File: src/rtl/ps2_host_tx.sv
// ps2_host_tx
// Sends one command byte from the host to a PS/2 device (keyboard) using the
// host-request protocol: inhibit the clock, present the start bit, release the
// clock, then shift data/parity/stop on each device falling edge and read the
// device's ack bit.
//
// Handshake: a byte is accepted on a rising clk edge where tx_valid && tx_ready.
// tx_data is captured only at that edge. tx_valid is ignored at all other times.
// done pulses once at the end of every accepted transfer. err_nack and
// err_timeout are valid with done and are held until the next accept.
//
// Ports:
//   clk, rst        system clock, synchronous active-high reset
//   tx_data[7:0]    command byte to send
//   tx_valid        request to send tx_data
//   tx_ready        block idle, a request is accepted this cycle
//   ps2_clk_i       raw PS/2 clock line level (asynchronous)
//   ps2_data_i      raw PS/2 data line level (asynchronous)
//   ps2_clk_low     1 = pull PS/2 clock line low (open-drain enable)
//   ps2_data_low    1 = pull PS/2 data line low (open-drain enable)
//   busy            transfer in progress (state other than IDLE)
//   done            one-cycle end-of-transfer pulse
//   err_nack        device did not drive the ack bit low
//   err_timeout     transfer aborted because the device stopped clocking
//   state_dbg[2:0]  current FSM state, for debug and checkers
module ps2_host_tx #(
  parameter int unsigned INHIBIT_CYCLES = 5000,
  parameter int unsigned TIMEOUT_CYCLES = 1000000
) (
  input  logic       clk,
  input  logic       rst,
  input  logic [7:0] tx_data,
  input  logic       tx_valid,
  output logic       tx_ready,
  input  logic       ps2_clk_i,
  input  logic       ps2_data_i,
  output logic       ps2_clk_low,
  output logic       ps2_data_low,
  output logic       busy,
  output logic       done,
  output logic       err_nack,
  output logic       err_timeout,
  output logic [2:0] state_dbg
);

  localparam logic [2:0] S_IDLE      = 3'd0;
  localparam logic [2:0] S_INHIBIT   = 3'd1;
  localparam logic [2:0] S_START     = 3'd2;
  localparam logic [2:0] S_SHIFT     = 3'd3;
  localparam logic [2:0] S_ACK       = 3'd4;
  localparam logic [2:0] S_WAIT_IDLE = 3'd5;

  localparam int INH_W = $clog2(INHIBIT_CYCLES + 1);
  localparam int TO_W  = $clog2(TIMEOUT_CYCLES + 1);
  localparam logic [INH_W-1:0] INH_LAST = INH_W'(INHIBIT_CYCLES - 1);
  localparam logic [TO_W-1:0]  TO_LAST  = TO_W'(TIMEOUT_CYCLES - 1);

  logic [2:0]       state;
  logic             clk_s1, clk_s2, clk_prev;
  logic             data_s1, data_s2;
  logic [9:0]       sr;
  logic [3:0]       bit_cnt;
  logic [INH_W-1:0] inh_cnt;
  logic [TO_W-1:0]  to_cnt;
  logic             clk_low_q, data_low_q;
  logic             done_q, err_nack_q, err_to_q;

  logic fall;
  logic lines_idle;
  logic to_active;
  logic timed_out;

  assign fall       = clk_prev & ~clk_s2;
  assign lines_idle = clk_s2 & data_s2;
  assign to_active  = (state == S_SHIFT) || (state == S_ACK) || (state == S_WAIT_IDLE);

  // A device edge or the bus going idle in the same cycle as the limit counts
  // as progress, so the timeout only fires when nothing else is happening.
  always_comb begin
    timed_out = 1'b0;
    if (to_active && (to_cnt == TO_LAST) && !fall &&
        !((state == S_WAIT_IDLE) && lines_idle)) begin
      timed_out = 1'b1;
    end
  end

  // The cycle carrying done still sees state IDLE, so readiness waits one
  // more cycle before a new request can be taken.
  assign tx_ready     = (state == S_IDLE) && !done_q;
  assign busy         = (state != S_IDLE);
  assign done         = done_q;
  assign err_nack     = err_nack_q;
  assign err_timeout  = err_to_q;
  assign ps2_clk_low  = clk_low_q;
  assign ps2_data_low = data_low_q;
  assign state_dbg    = state;

  always_ff @(posedge clk) begin
    if (rst) begin
      clk_s1     <= 1'b1;
      clk_s2     <= 1'b1;
      clk_prev   <= 1'b1;
      data_s1    <= 1'b1;
      data_s2    <= 1'b1;
      state      <= S_IDLE;
      sr         <= '0;
      bit_cnt    <= '0;
      inh_cnt    <= '0;
      to_cnt     <= '0;
      clk_low_q  <= 1'b0;
      data_low_q <= 1'b0;
      done_q     <= 1'b0;
      err_nack_q <= 1'b0;
      err_to_q   <= 1'b0;
    end else begin
      clk_s1   <= ps2_clk_i;
      clk_s2   <= clk_s1;
      clk_prev <= clk_s2;
      data_s1  <= ps2_data_i;
      data_s2  <= data_s1;
      done_q   <= 1'b0;

      if (timed_out) begin
        clk_low_q  <= 1'b0;
        data_low_q <= 1'b0;
        done_q     <= 1'b1;
        err_to_q   <= 1'b1;
        err_nack_q <= 1'b0;
        state      <= S_IDLE;
      end else begin
        case (state)
          S_IDLE: begin
            if (tx_valid && tx_ready) begin
              // Frame goes out LSB first: d0..d7, odd parity, stop.
              sr         <= {1'b1, ~^tx_data, tx_data};
              bit_cnt    <= '0;
              inh_cnt    <= '0;
              to_cnt     <= '0;
              err_nack_q <= 1'b0;
              err_to_q   <= 1'b0;
              clk_low_q  <= 1'b1;
              data_low_q <= 1'b0;
              state      <= S_INHIBIT;
            end
          end
          S_INHIBIT: begin
            if (inh_cnt == INH_LAST) begin
              // Start bit goes on the data line while the clock is still held.
              data_low_q <= 1'b1;
              state      <= S_START;
            end else begin
              inh_cnt <= inh_cnt + 1'b1;
            end
          end
          S_START: begin
            clk_low_q <= 1'b0;
            to_cnt    <= '0;
            state     <= S_SHIFT;
          end
          S_SHIFT: begin
            if (fall) begin
              data_low_q <= ~sr[0];
              sr         <= {1'b0, sr[9:1]};
              bit_cnt    <= bit_cnt + 1'b1;
              to_cnt     <= '0;
              if (bit_cnt == 4'd9) begin
                state <= S_ACK;
              end
            end else begin
              to_cnt <= to_cnt + 1'b1;
            end
          end
          S_ACK: begin
            if (fall) begin
              err_nack_q <= data_s2;
              to_cnt     <= '0;
              state      <= S_WAIT_IDLE;
            end else begin
              to_cnt <= to_cnt + 1'b1;
            end
          end
          S_WAIT_IDLE: begin
            if (lines_idle) begin
              done_q <= 1'b1;
              state  <= S_IDLE;
            end else begin
              to_cnt <= to_cnt + 1'b1;
            end
          end
          default: begin
            clk_low_q  <= 1'b0;
            data_low_q <= 1'b0;
            state      <= S_IDLE;
          end
        endcase
      end
    end
  end

endmodule
File: config.mk
export PLATFORM = sky130hd
export DESIGN_NAME = ps2_host_tx
export DESIGN_NICKNAME = d
export VERILOG_FILES = /design/src/rtl/ps2_host_tx.sv
export SDC_FILE = /design/constraint.sdc
export NUM_CORES = 1
export LEC_CHECK = 0
export ABC_AREA = 1
export CAP_MARGIN = 5
export CELL_PAD_IN_SITES_DETAIL_PLACEMENT = 2
export CELL_PAD_IN_SITES_GLOBAL_PLACEMENT = 2
export CORE_MARGIN = 3
export CORE_UTILIZATION = 34
export CTS_CLUSTER_SIZE = 14
export DETAILED_ROUTE_END_ITERATION = 8
export GPL_TIMING_DRIVEN = 0
export PLACE_DENSITY_LB_ADDON = 0.1
export SYNTH_ARGS = -nofsm -noshare
export SYNTH_HDL_FRONTEND = slang
export SYNTH_SLANG_ARGS = --single-unit
export TNS_END_PERCENT = 10
File: constraint.sdc
create_clock -name clk -period 2.8 [get_ports clk]
set_input_delay 0.28 -clock clk [delete_from_list [all_inputs] [get_ports clk]]
set_output_delay 0.28 -clock clk [all_outputs]
set_load 0.01 [all_outputs]
==> qor_table.md, run 1 <==
| Parameter | Value | Unit |
|---|---|---|
| Layout Utilization | 0.411 | - |
| Combined global-route utilization of all metal layers | 0.220 | - |
| Average wire per standard cell | 16.2 | um |
| Critical Path Source Type | flop | - |
| Area occupied by multi-input gates | 2080 | um^2 |
| Fillcell total | 1351 | - |
| Mapped Nets | 640 | - |
| Drt first pass iters | 4 | - |
| Number of cells on the worst reg-to-reg path | 10 | - |
| Final Hold Vio Count | 0 | - |
| Share of cells above drive strength 1 | 0.0696 | - |
| GPL Wtd Cong | 0.825 | - |
| Worst slew slack as a fraction of its limit | 0.572 | - |
| First-pass GRT wire length | 22400 | um |
| Required arrival time at the worst endpoint | 3.09 | ns |
| Area of the core | 10600 | um^2 |
| Startpoint of the worst-slack reg-to-reg timing path | inh_cnt[0]$_SDFFE_PP0P_ | - |
| Number of global-route vias before repair | 4482 | - |
| Crit path time final | 2.26 | ns |
| #FFs+latches synth | 60 | - |
| Number of clock sinks seen by CTS | 60 | - |
| RSZ-0062 raised after global routing | no | - |
| Areal power density over the cells | 980 | nW/um^2 |
| Post-Synthesis Mean Instance Area | 6.03 | um^2 |
| Max rail drop VDD | 537 | uV |
| X dimension of the die | 111 | um |
| HP Start | clk_s1$_SDFF_PP1_ | - |
| Worst hold stages | 1 | - |
| Worst Slack Setup Final | 0.537 | ns |
| Count of warnings emitted by yosys | 0 | - |
| Gr ovfl total | 0 | - |
| Largest net degree at the start of global routing | 11 | - |
| Total negative slack for setup checks | 0 | ns |
| Placement-stage worst setup slack | 0.551 | ns |
| Upper clock frequency limit | 442 | MHz |
| Clock tree root driver cell | sky130_fd_sc_hd__clkbuf_8 | - |
| CP arrival | 2.56 | ns |
| Port Buffers | 22 | - |
| Max-slew violations | 0 | - |
| Count of vias placed by the detailed router | 4092 | - |
| Setup violation total in the final timing report | 0 | - |
| CTS Buffer Depth | 2 | - |
| Worst Setup End Kind | flop | - |
| Post-DP HPWL | 9710 | um |
| Initial standard-cell utilization of the core | 0.356 | - |
| Total I/O pin count | 23 | - |
| # Post-CTS Setup Buffers | 0 | - |
| Total of max-cap violations | 0 | - |
| Die Outline Area | 12400 | um^2 |
| Row Count | 37 | - |
| Number of instances in the synthesized netlist | 623 | - |
| Max H-tree Level | 3 | - |
| Result of the run | finished, final reports clean | - |
| Number of buffers inserted during clock tree synthesis | 9 | - |
| Clock transition at the registers of the reported paths | 0.07 | ns |
| Worst Max-Slew Pin Slew | 0.642 | ns |
| Crit path max fanout | 10 | - |
| Dominant cells by area after synthesis | sky130_fd_sc_hd__dfxtp_1 32%, sky130_fd_sc_hd__nand2_1 18%, sky130_fd_sc_hd__nor2_1 10% | - |
| Final worst-path cycle share | 0.808 | - |
| Total standard cell area after synthesis | 3760 | um^2 |
| Leakage power figure | 1.89 | nW |
| Area occupied by registers | 1200 | um^2 |
| Number of antenna violations at the first check in global routing | 0 | - |
| Hold path endpoint | clk_s2$_SDFF_PP1_ | - |
| Insertion delay to the later sink of the worst-skew pair | 0.36 | ns |
| Residual DRC | 0 | - |
| Number of nets in the final layout | 673 | - |
| Post_cts resized | 0 | - |
| Fraction of post-synthesis cell area in the top cell type by area | 0.320 | - |
| Final WL | 12900 | um |
| Area growth, synth to finish | 15.3 | % |
| Worst R2R Setup Slack | 0.54 | ns |
| Worst r2r dst | inh_cnt[8]$_SDFFE_PP0P_ | - |
| Remaining antenna violation count | 0 | - |
| Post-synthesis cell type count | 30 | - |
| Register area share after synthesis | 0.320 | - |
| Cts hold-fix bufs | 0 | - |
| CTS tree | built | - |
| Post-synthesis cell type with the largest combined area | sky130_fd_sc_hd__dfxtp_1 | - |
| Tightest Hold Check Type | flop to flop | - |
| Category of the most critical setup path | flop to flop | - |
| Initial drt markers | 172 | - |
| Die Y-Extent | 111 | um |
| Diodes inserted | 0 | - |
| DR vias/cell | 5.13 | - |
| Final worst clock skew | 0.0111 | ns |
## cell type report
type,count,share of cell area
Sequential cell,60,0.277
Inverter,91,0.0788
Clock inverter,4,0.0115
Buffer,22,0.0315
Tap cell,136,0.0393
Clock buffer,12,0.0312
Multi-Input combinational cell,450,0.480
Timing Repair Buffer,22,0.0508
## cells in the mapped netlist
| cell | n |
|---|---|
| sky130_fd_sc_hd__nor2_2 | 3 |
| sky130_fd_sc_hd__a31oi_1 | 1 |
| sky130_fd_sc_hd__nand4_1 | 30 |
| sky130_fd_sc_hd__a21oi_2 | 1 |
| sky130_fd_sc_hd__nand3_4 | 2 |
| sky130_fd_sc_hd__o21ai_0 | 22 |
| sky130_fd_sc_hd__xor2_1 | 6 |
| sky130_fd_sc_hd__buf_2 | 10 |
| sky130_fd_sc_hd__nand2_2 | 1 |
| sky130_fd_sc_hd__a21oi_1 | 36 |
| sky130_fd_sc_hd__buf_6 | 3 |
| sky130_fd_sc_hd__o21a_1 | 1 |
| sky130_fd_sc_hd__buf_8 | 1 |
| sky130_fd_sc_hd__nor2_1 | 103 |
| sky130_fd_sc_hd__nand2_4 | 1 |
| sky130_fd_sc_hd__nor3b_1 | 1 |
| sky130_fd_sc_hd__nor3_1 | 2 |
| sky130_fd_sc_hd__o21ai_1 | 4 |
| sky130_fd_sc_hd__or2_2 | 5 |
| sky130_fd_sc_hd__ha_1 | 4 |
| sky130_fd_sc_hd__xnor2_1 | 5 |
| sky130_fd_sc_hd__buf_4 | 2 |
| sky130_fd_sc_hd__clkbuf_1 | 6 |
| sky130_fd_sc_hd__inv_1 | 91 |
| sky130_fd_sc_hd__dfxtp_1 | 60 |
| sky130_fd_sc_hd__nand3b_1 | 1 |
| sky130_fd_sc_hd__nand3_2 | 2 |
| sky130_fd_sc_hd__nand3_1 | 33 |
| sky130_fd_sc_hd__nand2_1 | 184 |
| sky130_fd_sc_hd__nor2_4 | 2 |
## metal layers
layer / track usage / share of wire / vias up
li1: - / - / 2015
met1: 0.263 / 0.46 / 2027
met2: 0.398 / 0.51 / 32
met3: 0.0317 / 0.015 / 18
met4: 0.0827 / 0.019 / 0
met5: 0 / 0 / -
## registers in the layout, indices dropped and copies added (netlist names)
| name | count |
|---|---|
| to_cnt | 20 |
| inh_cnt | 13 |
| sr | 10 |
| bit_cnt | 4 |
| state_dbg | 3 |
| clk_prev | 1 |
| clk_s1 | 1 |
| clk_s2 | 1 |
| data_s1 | 1 |
| data_s2 | 1 |
| done | 1 |
| err_nack | 1 |
| err_timeout | 1 |
| ps2_clk_low | 1 |
| ps2_data_low | 1 |
## worst max-delay path, cell delays in order, from the launching register on
cell and delay [ns]:
sky130_fd_sc_hd__dfxtp_1 0.53, sky130_fd_sc_hd__ha_1 0.33, sky130_fd_sc_hd__nand2_1 0.16, sky130_fd_sc_hd__nor2_1 0.13
sky130_fd_sc_hd__nand3_1 0.10, sky130_fd_sc_hd__nand2_1 0.14, sky130_fd_sc_hd__nand2_1 0.24, sky130_fd_sc_hd__nand3_4 0.20
sky130_fd_sc_hd__buf_6 0.17, sky130_fd_sc_hd__nand2_1 0.06, sky130_fd_sc_hd__a21oi_1 0.13
## cell usage in the layout (no fill, tap or decap), types with 2 or more instances in the layout
master | synthesis | layout
sky130_fd_sc_hd__a21oi_1 | 36 | 36
sky130_fd_sc_hd__buf_2 | 10 | 10
sky130_fd_sc_hd__buf_4 | 2 | 2
sky130_fd_sc_hd__buf_6 | 3 | 3
sky130_fd_sc_hd__clkbuf_1 | 6 | 9
sky130_fd_sc_hd__clkbuf_8 | 0 | 9
sky130_fd_sc_hd__clkdlybuf4s50_1 | 0 | 22
sky130_fd_sc_hd__clkinvlp_4 | 0 | 2
sky130_fd_sc_hd__dfxtp_1 | 60 | 60
sky130_fd_sc_hd__ha_1 | 4 | 4
sky130_fd_sc_hd__inv_1 | 91 | 91
sky130_fd_sc_hd__nand2_1 | 184 | 184
sky130_fd_sc_hd__nand3_1 | 33 | 33
sky130_fd_sc_hd__nand3_2 | 2 | 2
sky130_fd_sc_hd__nand3_4 | 2 | 2
sky130_fd_sc_hd__nand4_1 | 30 | 30
sky130_fd_sc_hd__nor2_1 | 103 | 103
sky130_fd_sc_hd__nor2_2 | 3 | 3
sky130_fd_sc_hd__nor2_4 | 2 | 2
sky130_fd_sc_hd__nor3_1 | 2 | 2
sky130_fd_sc_hd__o21ai_0 | 22 | 22
sky130_fd_sc_hd__o21ai_1 | 4 | 4
sky130_fd_sc_hd__or2_2 | 5 | 5
sky130_fd_sc_hd__xnor2_1 | 5 | 5
sky130_fd_sc_hd__xor2_1 | 6 | 6
## worst max-delay path by stage
stage / startpoint / endpoint / slack, ns / depth (start not counted)
floorplan: state_dbg[0]$_SDFFE_PP0P_ / to_cnt[13]$_SDFFE_PP0P_ / 1.11 / 12
global placement: inh_cnt[0]$_SDFFE_PP0P_ / inh_cnt[8]$_SDFFE_PP0P_ / 0.61 / 10
detailed placement: inh_cnt[0]$_SDFFE_PP0P_ / inh_cnt[8]$_SDFFE_PP0P_ / 0.55 / 10
CTS: inh_cnt[0]$_SDFFE_PP0P_ / inh_cnt[10]$_SDFFE_PP0P_ / 0.51 / 10
global route: inh_cnt[0]$_SDFFE_PP0P_ / inh_cnt[8]$_SDFFE_PP0P_ / 0.29 / 10
finish: inh_cnt[0]$_SDFFE_PP0P_ / inh_cnt[8]$_SDFFE_PP0P_ / 0.54 / 10
## metrics by stage
step                area [um^2]  cells  power [W]  hold WS [ns]
finish                     4330    797    0.00425         0.418
global route               4330    797    0.00466         0.438
CTS                        4330    797    0.00431         0.425
detailed placement         4150    781    0.00349         0.406
global placement           4150    781    0.00334         0.404
floorplan                  3760    623    0.00275         0.384
## power by group
group / total, W / internal, W / switching, W
Combinational: 0.00220 / 0.000746 / 0.00145
Sequential: 0.00126 / 0.00106 / 0.000195
Clock: 0.000791 / 0.000411 / 0.000380
Total: 0.00425 / 0.00222 / 0.00203
## cell families after synthesis
| kind of cell | count (synthesis) | synth area share |
|---|---|---|
| adders and majority gates | 4 | 0.0133 |
| AOI/OAI and AO/OA | 65 | 0.0886 |
| xor gates and xnor gates | 11 | 0.0256 |
| and+or+nand+nor | 370 | 0.426 |
| buffers and inverters | 113 | 0.127 |
| DFF | 60 | 0.320 |
Note: power is estimated with default switching activity, not from simulation.
==> run 2, diff against run 1 <==
CORE_UTILIZATION = 32   (was 34)
clock period = 2.1 ns   (was 2.8 ns; I/O delays follow)
==> run 2 against run 1 <==
Net effect:
- worst hold slack better by 0.011 ns
- first-iteration DRC count is 16% lower
- combinational power increased by 39%
- critical path depth decreased by 5
- sequential power up 35%
- clock skew decreased by 0.0033 ns
- critical path type is now flop to output pin
- largest power group unchanged
- highest routed layer unchanged
==> qor_table.md, run 2 (same netlist as run 1, synthesis figures left out) <==
| Parameter | Value | Unit | vs previous |
|---|---|---|---|
| Result of the run | finished, final reports clean | - | unchanged |
| Area growth, synth to finish | 20.6 | % | was 15.3% |
| Initial standard-cell utilization of the core | 0.336 | - | was 0.356 |
| Tightest Hold Check Type | flop to flop | - | unchanged |
| Registers with the most flip-flops | to_cnt (20), inh_cnt (13), sr (10) | - | unchanged |
| Average wire per standard cell | 16.7 | um | was 16.2 um |
| Number of antenna violations at the first check in global routing | 0 | - | unchanged |
| Final worst clock skew | 0.00778 | ns | was 0.0111 ns |
| Post-DP HPWL | 9660 | um | was 9710 um |
| Clock tree root driver cell | sky130_fd_sc_hd__clkbuf_16 | - | was sky130_fd_sc_hd__clkbuf_8 |
| Worst R2R Setup Slack | 0.16 | ns | was 0.54 ns |
| CTS tree | built | - | unchanged |
| Largest register FFs | 20 | - | unchanged |
| Worst Setup End Kind | output pin | - | was flop |
| Layout Utilization | 0.406 | - | was 0.411 |
| Critical Path Source Type | flop | - | unchanged |
| DR vias/cell | 5.08 | - | was 5.13 |
| Row Count | 38 | - | was 37 |
| Number of global-route vias before repair | 4440 | - | was 4482 |
| First-pass GRT wire length | 22400 | um | about the same |
| Drt first pass iters | 4 | - | unchanged |
| Die Y-Extent | 114 | um | was 111 um |
| Total instance count after detailed placement | 785 | - | was 781 |
| Cell area after layout | 4530 | um^2 | was 4330 um^2 |
| Critical path startpoint | state_dbg[0]$_SDFFE_PP0P_ | - | was inh_cnt[0]$_SDFFE_PP0P_ |
| Area occupied by multi-input gates | 2110 | um^2 | was 2080 um^2 |
| Diodes inserted | 0 | - | unchanged |
| Max rail drop VDD | 679 | uV | was 537 uV |
| Max H-tree Level | 3 | - | unchanged |
| Number of clock sinks seen by CTS | 60 | - | unchanged |
| Worst Max-Slew Pin Slew | 0.705 | ns | was 0.642 ns |
| GPL Wtd Cong | 0.775 | - | was 0.825 |
| HP Start | data_s1$_SDFF_PP1_ | - | was clk_s1$_SDFF_PP1_ |
| Final cell count without fillers | 802 | - | was 797 |
| Total I/O pin count | 23 | - | unchanged |
| Remaining antenna violation count | 0 | - | unchanged |
| Area occupied by registers | 1210 | um^2 | was 1200 um^2 |
| Combined global-route utilization of all metal layers | 0.215 | - | was 0.220 |
| Final Hold Vio Count | 0 | - | unchanged |
| X dimension of the die | 114 | um | was 111 um |
| Leakage power figure | 1.98 | nW | was 1.89 nW |
| Clock transition at the registers of the reported paths | 0.05 | ns | was 0.07 ns |
| Most common library cell in the layout ignoring fill and taps | sky130_fd_sc_hd__nand2_1 | - | unchanged |
| Max-slew violations | 0 | - | unchanged |
| Crit path time final | 1.96 | ns |  |
| CTS Buffer Depth | 2 | - | unchanged |
| Number of nets in the final layout | 676 | - | was 673 |
| Fillcell total | 1378 | - | was 1351 |
| Worst slew slack as a fraction of its limit | 0.530 | - | was 0.572 |
| Die Outline Area | 13100 | um^2 | was 12400 um^2 |
| Total of max-cap violations | 0 | - | unchanged |
| Required arrival time at the worst endpoint | 1.89 | ns | was 3.09 ns |
| Area of the core | 11200 | um^2 | was 10600 um^2 |
| Largest net degree at the start of global routing | 11 | - | unchanged |
| Residual DRC | 0 | - | unchanged |
| Final worst-path cycle share | 0.935 | - |  |
| Areal power density over the cells | 1400 | nW/um^2 | was 980 nW/um^2 |
| Share of cells above drive strength 1 | 0.0906 | - | was 0.0696 |
| Insertion delay to the later sink of the worst-skew pair | 0.34 | ns | was 0.36 ns |
| CP arrival | 1.75 | ns | was 2.56 ns |
| Gr ovfl total | 0 | - | unchanged |
| Count of vias placed by the detailed router | 4073 | - | was 4092 |
| Crit path max fanout | 8 | - | was 10 |
| Biggest register | to_cnt | - | unchanged |
| Startpoint of the worst-slack reg-to-reg timing path | to_cnt[14]$_SDFFE_PP0P_ | - | was inh_cnt[0]$_SDFFE_PP0P_ |
| Final WL | 13400 | um | was 12900 um |
| Most frequent cells in the layout | 182 x sky130_fd_sc_hd__nand2_1, 102 x sky130_fd_sc_hd__nor2_1, 89 x sky130_fd_sc_hd__inv_1, 57 x sky130_fd_sc_hd__dfxtp_1, 35 x sky130_fd_sc_hd__a21oi_1 | - | was 184 x sky130_fd_sc_hd__nand2_1, 103 x sky130_fd_sc_hd__nor2_1, 91 x sky130_fd_sc_hd__inv_1, 60 x sky130_fd_sc_hd__dfxtp_1, 36 x sky130_fd_sc_hd__a21oi_1 |
| Placed Area | 4150 | um^2 | about the same |
| Initial drt markers | 145 | - | was 172 |
| Number of buffers inserted during clock tree synthesis | 9 | - | unchanged |
| Category of the most critical setup path | flop to output pin | - | was flop to flop |
| Upper clock frequency limit | 509 | MHz |  |
| Port Buffers | 22 | - | unchanged |
| Setup violation total in the final timing report | 0 | - | unchanged |
[run 2: cell count changes in the layout (fill, tap and decap cells not counted), sizes merged]
cell	delta
clkbuf	+1
clkinv	-1
buf	+2
bufinv	+1
clkinvlp	-2
[run 2: per-stage QoR]
stage                     setup slack [ns]  total power [W]  setup TNS, ns  hold WS (ns)
final                                0.137          0.00635              0         0.428
after global routing              -0.00540          0.00691       -0.00540         0.446
after CTS                           0.0297          0.00632              0         0.435
after detailed placement            -0.155          0.00464          -1.27         0.419
after global placement             -0.0878          0.00447         -0.715         0.402
after floorplan                      0.408          0.00366              0         0.314
[run 2: cell type report]
cell class | count | area share
multi-input cells | 450 | 0.466
repair buffers | 25 | 0.0536
flip-flops and latches | 60 | 0.266
clock buffers | 12 | 0.0544
inverters | 91 | 0.0754
well taps | 140 | 0.0387
plain buffers | 22 | 0.0320
clock inverters | 2 | 0.0133
[run 2: final timing paths]
kind / end / depth (start not counted)
setup / recovery: tx_ready / 5
hold / removal: data_s2$_SDFF_PP1_ / 1
setup reg to reg: to_cnt[3]$_SDFFE_PP0P_ / 10
hold reg to reg: data_s2$_SDFF_PP1_ / 1
[run 2: metal layers]
metal	share of wire	global-route usage
met4	0.013	0.0665
met2	0.51	0.392
met3	0.017	0.0301
met5	0	0
met1	0.46	0.260
[run 2: power breakdown]
part	switching, W	internal [W]	leakage [nW]
combinational	0.00200	0.00105	1.34
sequential	0.000272	0.00143	0.492
clock	0.000540	0.00106	0.149
[run 2: timing repair]
action	in CTS	in global routing
gates resized for setup	3	16
hold endpoints to repair	0	0
setup endpoints to repair	13	41
buffers inserted	0	3
pin swaps	0	1
hold buffers	0	0
[run 2: worst max-delay path, cell delays in order (launching register included)]
cell	delay [ns]
sky130_fd_sc_hd__dfxtp_1	0.31
sky130_fd_sc_hd__buf_6	0.14
sky130_fd_sc_hd__nor2_4	0.11
sky130_fd_sc_hd__nand2_2	0.15
sky130_fd_sc_hd__nor2_2	0.16
sky130_fd_sc_hd__clkdlybuf4s50_1	0.55
==> run 3, diff against run 2 <==
CORE_ASPECT_RATIO = 0.75   (was unset)
==> run 3 against run 2 <==
Net effect:
- worst hold slack worse by 0.0047 ns
- sequential share of layout area is 0.65 points lower
- non-clock buffer count up 1
- utilization grew 0.87 points
- critical path depth is the same
- critical path type unchanged
==> qor_table.md, run 3 (same netlist as run 1, synthesis figures left out) <==
| Parameter | Value | Unit | vs previous |
|---|---|---|---|
| Critical Path Most Common Cell | sky130_fd_sc_hd__nor2_2 | - |  |
| Max H-tree Level | 3 | - | unchanged |
| Tightest Hold Check Type | flop to flop | - | unchanged |
| Number of global-route vias before repair | 4530 | - | was 4440 |
| Required arrival time at the worst endpoint | 1.89 | ns | about the same |
| CP arrival | 1.80 | ns | was 1.75 ns |
| Post-DP HPWL | 10500 | um | was 9660 um |
| Total of max-cap violations | 0 | - | unchanged |
| Largest register FFs | 20 | - | unchanged |
| Buffers & Inverters on Critical Path | 2 | - | unchanged |
| Insertion delay to the later sink of the worst-skew pair | 0.34 | ns | about the same |
| Row Count | 33 | - | was 38 |
| Die Outline Area | 13100 | um^2 | about the same |
| Category of the most critical setup path | flop to output pin | - | unchanged |
| Registers with the most flip-flops | to_cnt (20), inh_cnt (13), sr (10) | - | unchanged |
| Final Hold Vio Count | 0 | - | unchanged |
| Most common library cell in the layout ignoring fill and taps | sky130_fd_sc_hd__nand2_1 | - | unchanged |
| Max-slew violations | 0 | - | unchanged |
| Number of clock sinks seen by CTS | 60 | - | unchanged |
| Worst Setup End Kind | output pin | - | unchanged |
| Drt first pass iters | 4 | - | unchanged |
| Final-layout worst hold slack | 0.424 | ns | was 0.428 ns |
| Share of cells above drive strength 1 | 0.102 | - | was 0.0906 |
| Diodes inserted | 0 | - | unchanged |
| DR vias/cell | 5.00 | - | was 5.08 |
| CTS tree | built | - | unchanged |
| Upper clock frequency limit | 497 | MHz | was 509 MHz |
| Worst Max-Slew Pin Slew | 0.790 | ns | was 0.705 ns |
| Number of antenna violations at the first check in global routing | 0 | - | unchanged |
| Leakage power figure | 2.01 | nW | was 1.98 nW |
| Layout Utilization | 0.414 | - | was 0.406 |
| Number of nets in the final layout | 678 | - | was 676 |
| Port Buffers | 22 | - | unchanged |
| Residual DRC | 0 | - | unchanged |
| Crit path max fanout | 8 | - | unchanged |
| Crit path max-delay family | buffers and inverters | - | unchanged |
| Final WL | 14600 | um | was 13400 um |
| Crit path time final | 2.01 | ns | was 1.96 ns |
| Remaining antenna violation count | 0 | - | unchanged |
| Initial drt markers | 168 | - | was 145 |
| Areal power density over the cells | 1460 | nW/um^2 | was 1400 nW/um^2 |
| Worst slew slack as a fraction of its limit | 0.474 | - | was 0.530 |
| Count of vias placed by the detailed router | 4118 | - | was 4073 |
| Combined global-route utilization of all metal layers | 0.227 | - | was 0.215 |
| First-pass GRT wire length | 23900 | um | was 22400 um |
| Area growth, synth to finish | 23.3 | % | was 20.6% |
| Die Y-Extent | 99.9 | um | was 114 um |
| Final worst-path cycle share | 0.959 | - | was 0.935 |
| Clock transition at the registers of the reported paths | 0.06 | ns | was 0.05 ns |
| Critical Path Source Type | flop | - | unchanged |
| Sequence of cells on the critical path | buf_6 > nor2_2 > nand2_4 > nor2_2 > clkdlybuf4s50_1 | - | was buf_6 > nor2_4 > nand2_2 > nor2_2 > clkdlybuf4s50_1 |
| Biggest register | to_cnt | - | unchanged |
| Final worst clock skew | 0.0101 | ns | was 0.00778 ns |
| CTS Buffer Depth | 2 | - | unchanged |
| Most frequent cells in the layout | 183 x sky130_fd_sc_hd__nand2_1, 101 x sky130_fd_sc_hd__nor2_1, 88 x sky130_fd_sc_hd__inv_1, 57 x sky130_fd_sc_hd__dfxtp_1, 35 x sky130_fd_sc_hd__a21oi_1 | - | was 182 x sky130_fd_sc_hd__nand2_1, 102 x sky130_fd_sc_hd__nor2_1, 89 x sky130_fd_sc_hd__inv_1, 57 x sky130_fd_sc_hd__dfxtp_1, 35 x sky130_fd_sc_hd__a21oi_1 |
| RSZ-0062 raised after global routing | yes | - |  |
| Largest net degree at the start of global routing | 12 | - | was 11 |
| Gr ovfl total | 0 | - | unchanged |
| Clock tree root driver cell | sky130_fd_sc_hd__clkbuf_16 | - | unchanged |
| Delay of the slowest cell on the worst path | 0.55 | ns | about the same |
| Cell type of the slowest stage on the worst timing path | sky130_fd_sc_hd__clkdlybuf4s50_1 | - | unchanged |
| Area of the core | 11200 | um^2 | about the same |
| Fillcell total | 1368 | - | was 1378 |
| GPL Wtd Cong | 0.813 | - | was 0.775 |
| Total I/O pin count | 23 | - | unchanged |
| Total design power | 0.00675 | W | was 0.00635 W |
| X dimension of the die | 131 | um | was 114 um |
| Initial standard-cell utilization of the core | 0.336 | - | about the same |
| Setup violation total in the final timing report | 0 | - | unchanged |
| Result of the run | finished, final reports clean | - | unchanged |
| Number of buffers inserted during clock tree synthesis | 9 | - | unchanged |
| Max rail drop VDD | 585 | uV | was 679 uV |
| Average wire per standard cell | 17.7 | um | was 16.7 um |
run 3: cell types whose count changed in the layout (fill, tap and decap cells not counted), sizes merged:
| cell | before | now |
|---|---|---|
| clkbuf | 19 | 17 |
| clkinv | 0 | 2 |
| clkinvlp | 0 | 2 |
| bufinv | 2 | 3 |
| nand3 | 37 | 38 |
run 3: repair_timing:
item | CTS | global route
endpoints found under the setup margin | 18 | 51
setup buffers | 0 | 3
gates cloned | 0 | 2
hold buffers | 0 | 0
gates resized for setup | 6 | 18
hold endpoints to repair | 0 | 0
pin swaps | 0 | 1
run 3: cell type report:
type	count	area [um^2]	share of cell area
plain buffers	22	149	0.0321
flip-flops and latches	60	1200	0.260
well taps	157	196	0.0424
repair buffers	26	268	0.0578
clock buffers	9	225	0.0486
clock inverters	7	115	0.0248
inverters	91	342	0.0737
multi-input cells	451	2140	0.461
run 3: power by group:
part	internal [W]	switching, W	leakage, nW
clock	0.00115	0.000590	0.161
combinational	0.00116	0.00215	1.36
sequential	0.00143	0.000264	0.492
total	0.00374	0.00300	2.01
run 3: through the flow:
step	cells	area, um^2	setup slack (ns)	TNS [ns]
floorplan	623	3760	0.408	0
global placement	802	4180	0.0143	0
detailed placement	802	4180	-0.132	-0.988
CTS	818	4530	-0.00757	-0.00757
global route	823	4640	-0.0137	-0.0171
finish	823	4640	0.0871	0
run 3: final timing paths:
path                                           startpoint                endpoint  slack, ns  depth (start not counted)
worst max-delay path            state_dbg[0]$_SDFFE_PP0P_                tx_ready       0.09                          5
worst max register to register    to_cnt[15]$_SDFFE_PP0P_  to_cnt[3]$_SDFFE_PP0P_       0.11                         11
worst min-delay path                   data_s1$_SDFF_PP1_      data_s2$_SDFF_PP1_       0.42                          1
worst min register to register         data_s1$_SDFF_PP1_      data_s2$_SDFF_PP1_       0.42                          1
run 3: worst register-to-register path: stages (launching register included):
cell,delay [ns]
sky130_fd_sc_hd__dfxtp_1,0.38
sky130_fd_sc_hd__inv_1,0.13
sky130_fd_sc_hd__nand2_1,0.10
sky130_fd_sc_hd__nor2_1,0.16
sky130_fd_sc_hd__nand2_1,0.12
sky130_fd_sc_hd__nor2_1,0.21
sky130_fd_sc_hd__nand3_2,0.13
sky130_fd_sc_hd__buf_6,0.18
sky130_fd_sc_hd__nand3_4,0.15
sky130_fd_sc_hd__buf_8,0.15
sky130_fd_sc_hd__nand2_1,0.06
sky130_fd_sc_hd__a21oi_1,0.16
run 3: per-layer routing:
layer,GRT usage,wire [um],up-vias
li1,-,-,2034
met5,0,0,-
met1,0.286,6890,2027
met3,0.0436,421,10
met4,0.0581,95,0
met2,0.405,7170,47
